===== src/rtl/mult_seq.sv =====
// mult_seq: iterative radix-2 shift-add 32x32 multiplier with sign correction, {hi,lo} result in z.
// Define MULT_MADD_EN to honour acc (z <= z + product); otherwise acc is ignored.
module mult_seq #(
    parameter int WIDTH = 32
) (
    input  logic                 clk,
    input  logic                 rst_n,
    input  logic                 start,
    input  logic [WIDTH-1:0]     a,
    input  logic [WIDTH-1:0]     b,
    input  logic                 isSigned,
    input  logic                 acc,
    output logic                 busy,
    output logic                 done,
    output logic [2*WIDTH-1:0]   z
);
    localparam int CW = $clog2(WIDTH);
    typedef enum logic [1:0] {IDLE, RUN, FIX} state_t;
    state_t               state;
    logic [2*WIDTH-1:0]   mcand;
    logic [2*WIDTH-1:0]   prod;
    logic [WIDTH-1:0]     mplier;
    logic [CW-1:0]        cnt;
    logic                 neg;
    logic                 acc_q;
    logic [2*WIDTH-1:0]   product;
    logic [2*WIDTH-1:0]   z_next;
    assign product = neg ? -prod : prod;
`ifdef MULT_MADD_EN
    assign z_next = acc_q ? z + product : product;
`else
    logic unused_acc;
    assign unused_acc = acc_q;
    assign z_next = product;
`endif
    always_ff @(posedge clk or negedge rst_n) begin
        if (!rst_n) begin
            state  <= IDLE;
            mcand  <= '0;
            prod   <= '0;
            mplier <= '0;
            cnt    <= '0;
            neg    <= 1'b0;
            acc_q  <= 1'b0;
            busy   <= 1'b0;
            done   <= 1'b0;
            z      <= '0;
        end else begin
            done <= 1'b0;
            case (state)
                IDLE: if (start) begin
                    // signed operands run on magnitudes; |-2^(W-1)| still fits W unsigned bits
                    mcand  <= {{WIDTH{1'b0}}, (isSigned && a[WIDTH-1]) ? -a : a};
                    mplier <= (isSigned && b[WIDTH-1]) ? -b : b;
                    neg    <= isSigned && (a[WIDTH-1] ^ b[WIDTH-1]);
                    acc_q  <= acc;
                    prod   <= '0;
                    cnt    <= '0;
                    busy   <= 1'b1;
                    state  <= RUN;
                end
                RUN: begin
                    if (mplier[0]) prod <= prod + mcand;
                    mcand  <= mcand << 1;
                    mplier <= mplier >> 1;
                    cnt    <= cnt + 1'b1;
                    if (cnt == CW'(WIDTH - 1)) state <= FIX;
                end
                FIX: begin
                    z     <= z_next;
                    done  <= 1'b1;
                    busy  <= 1'b0;
                    state <= IDLE;
                end
                default: state <= IDLE;
            endcase
        end
    end
endmodule


===== config.mk =====
export PLATFORM = sky130hd
export DESIGN_NAME = mult_seq
export DESIGN_NICKNAME = d
export VERILOG_FILES = /design/src/rtl/mult_seq.sv
export SDC_FILE = /design/constraint.sdc
export NUM_CORES = 1
export LEC_CHECK = 0
export CAP_MARGIN = 15
export CELL_PAD_IN_SITES_DETAIL_PLACEMENT = 1
export CELL_PAD_IN_SITES_GLOBAL_PLACEMENT = 1
export CORE_MARGIN = 5
export CORE_UTILIZATION = 29
export DETAILED_ROUTE_END_ITERATION = 6
export HOLD_SLACK_MARGIN = 0.03
export PLACE_DENSITY_LB_ADDON = 0.1
export SYNTH_ARGS = -nofsm -noshare
export SYNTH_HDL_FRONTEND = slang
export SYNTH_SLANG_ARGS = --single-unit

===== constraint.sdc =====
create_clock -name clk -period 3.9 [get_ports clk]
set_input_delay 0.585 -clock clk [delete_from_list [all_inputs] [get_ports clk]]
set_output_delay 0.585 -clock clk [all_outputs]
set_load 0.1 [all_outputs]

==> results.md <==
* Die area at 0.0566 sq mm
* Drt total wl at 49100 microns
* Reg clk slew, reported paths at 0.06 ns
* Detail-routed via count per cell at 5.15
* DR WL met2 at 21000 microns
* Initial DRC count at 653
* Routed len/inst at 19.0 microns
* Largest stage delay, worst path at 0.40 ns
* Synth async-reset ratio at 1.00
* Min Clock Period, post-route at 3.64 ns
* Net count, final at 2018
* Detail Placement HPWL at 37600 microns
* Highest clock rate at 275 MHz
* Largest net degree at the start of global routing at 103
* Leakage at 7.71 nW
* Cell area after layout at 0.0181 sq mm
* First-pass GRT wire length at 78700 microns
* R2R setup slack at 0.26 ns
* CTS sink cnt at 234
* EDFF count, synth at 0
* Max layer used: met4
* Power density cells at 855 mW/mm^2
* Synth Warn # at 0
* Place WS at 0.118 ns
* Starting density of the core at 0.293
* Postcts setup bufs at 0
* Crit. End Element: flop
* Post-Syn Nets at 1922
* Max-slew violation count at 0
* RSZ-0062 raised after global routing: false
* Share of cells above drive strength 1 at 0.0531
* Post-Syn Instances at 1784
* Die Ht at 238 microns
* DR WL met3 at 1740 microns
* Worst Setup Path Type: flop to flop
* Top Ports at 135
* Core area at 0.0514 sq mm
* Mapped cell area at 0.0151 sq mm
* Clk root buf: clkbuf_16
* CTS Hold Bufs at 0
* Sequential area share after synthesis at 0.389
* Met1 WL at 25500 microns
* Synth Area per Inst at 8.44 sq um
* Clock tree buffer depth at 3
* Final setup vio count at 0
* Vias in the first global route at 13900
* Post-route setup slack at 0.263 ns
* Area delta synth->final at 20.3%
* Global route total overflow at 0
* Max Cap Violations at 0
* CP max stage cell: dfrtp_1
* Main synth FF type: dfrtp_1
* TritonCTS buffer count at 29
* Max FO, Critical Path at 4
* Floorplan row count at 83
* CP startpoint kind: flop
* Remaining DRCs at 0
* #FFs+latches synth at 234
* Htree depth at 1
* First-pass iteration count of the detailed router at 5
* Fillcell total at 6029
* Synth unique cells at 65
* Crit path required time at 4.31 ns
* Worst-Skew Late Latency at 0.57 ns
* Worst Path Arrival at 4.04 ns
* PortBufs at 133
* Status: complete, no violations
* Die width at 238 microns
* Max VDD drop at 0.409 mV
* GPL Wtd Cong at 0.864
* Final Hold Viols at 0
* Post-cts sizing count at 0
* Skew final at 0.0253 ns
* Post-route setup TNS at 0 ns
* Critical path, cell by cell: ha_1 -> inv_1 -> fa_1 -> nand2b_1 -> a21oi_2 -> o21a_1 -> o2111a_1 -> o2111ai_1 -> nand4_1 -> a31oi_1 -> o31ai_1 -> buf_4 -> xnor2_1 -> o21ai_0
* Worst Hold Class: input port to asynchronous set/reset pin
* Hold WS at 0.0779 ns
* DR vias at 13300
* DP Area at 0.0172 sq mm
* Total GRT Usage at 0.169
* CP Buf/Inv Count at 2
* Delay-heaviest family, CP: compound AO/OA/AOI/OAI gates
* DP Cell Count at 2529
* CTS tree: built
* Slew HR at 0.292
* Worst slew pin tran at 1.06 ns
* Post-layout util at 0.352
* Power, Total at 15.5 mW
* Initial antenna violation count at 1
* Final Cycle Share at 0.932
* Final Non-Filler Cells at 2582
* Post-route antenna net violation count at 0
-- synth_stat cells, types with 4 or more instances --
| library cell | number | area (sq um) |
|---|---|---|
| nand4_1 | 26 | 163 |
| ha_1 | 68 | 851 |
| xnor2_1 | 71 | 622 |
| nand3_1 | 68 | 340 |
| a31oi_1 | 15 | 93.8 |
| dfrtp_1 | 234 | 5860 |
| a21boi_0 | 4 | 30.0 |
| nand3b_1 | 6 | 45.0 |
| a21o_1 | 30 | 225 |
| nor2_1 | 82 | 308 |
| a22oi_1 | 60 | 450 |
| a22o_1 | 4 | 35.0 |
| nor2b_1 | 8 | 50.1 |
| o41ai_1 | 13 | 114 |
| or3_1 | 19 | 119 |
| and3_1 | 6 | 37.5 |
| a32o_1 | 4 | 40.0 |
| a21oi_1 | 92 | 460 |
| o21a_1 | 8 | 60.1 |
| nor4_1 | 19 | 119 |
| o31ai_1 | 24 | 180 |
| buf_1 | 4 | 15.0 |
| nand2_1 | 289 | 1080 |
| inv_1 | 26 | 97.6 |
| a211oi_1 | 11 | 82.6 |
| xor2_1 | 106 | 928 |
| clkbuf_1 | 97 | 364 |
| nor3_1 | 31 | 155 |
| or4_1 | 9 | 67.6 |
| o21bai_1 | 13 | 97.6 |
| o21ai_1 | 4 | 20.0 |
| o21ai_0 | 256 | 1280 |
| o211ai_1 | 5 | 37.5 |
| nand2b_1 | 14 | 87.6 |
| nor3b_1 | 4 | 30.0 |
| and2_1 | 8 | 50.1 |
-- logic make-up (layout without fill, tap and decap cells) --
logic type / Yosys count / after routing / share of synthesized area
DFF: 234 / 234 / 0.389
AOI/OAI and AO/OA: 567 / 567 / 0.230
other: 0 / 1 / 0
xor gates and xnor gates: 177 / 177 / 0.103
adders and majority gates: 69 / 69 / 0.0579
buffers and inverters: 130 / 247 / 0.0330
and+or+nand+nor: 605 / 605 / 0.186
muxes: 2 / 2 / 0.00133
-- worst reg2reg max path: cells and delay by family (launching register included) --
kind,cells,cell delay (ns)
adder cells (fa/ha/maj),2,0.59
AND/OR/NAND/NOR,2,0.51
flip-flops,1,0.40
AO/OA/AOI/OAI,7,1.60
buffers and inverters,2,0.26
XOR/XNOR,1,0.11
-- layout make-up --
class	instances	area, sq um	share of cell area
Inverter	27	101	0.00560
Clock inverter	9	124	0.00684
Antenna cell	1	2.50	0.000138
Tap cell	680	851	0.0470
Sequential cell	234	5860	0.323
Clock buffer	43	828	0.0457
Multi-Input combinational cell	1420	8740	0.482
Timing Repair Buffer	168	1610	0.0890
-- where the power goes --
part           switching [mW]  leakage, nW  total (mW)  internal [mW]
clock network            1.08        0.470        2.73           1.65
registers                1.19         2.84        4.49           3.30
logic                    5.26         4.40        8.26           3.00
-- routing by layer --
| layer | vias to the layer above | GRT usage |
|---|---|---|
| met5 | - | 0 |
| met4 | 0 | 0.0353 |
| met3 | 51 | 0.0243 |
| met2 | 181 | 0.263 |
| met1 | 6453 | 0.252 |
| li1 | 6613 | - |
-- path summary, 6_finish.rpt --
path | depth (start not counted) | end | from
min in group clk | 2 | z[36] | z[36]
worst min-delay path | 1 | mcand[8] | rst_n
max in group asynchronous | 2 | mplier[3] | rst_n
worst max register to register | 14 | prod[58] | mcand[0]
worst max-delay path | 14 | prod[58] | mcand[0]
worst min register to register | 2 | z[36] | z[36]
-- sequential cells by signal, summed over array words and instances (netlist names) --
name,count
done,1
cnt,5
neg,1
state,2
mplier,32
busy,1
prod,64
z,64
mcand,64
-- cell usage in the layout, fill, tap and decap left out, types with 30 or more instances in the layout --
cell,instances
xor2_1,106
dfrtp_1,233
a21oi_1,91
ha_1,68
nor3_1,31
o21ai_0,256
nand3_1,68
a21o_1,30
xnor2_1,71
a22oi_1,60
nor2_1,79
nand2_1,288
clkdlybuf4s50_1,132
buf_4,34
Power figures use the tool's default switching activity.
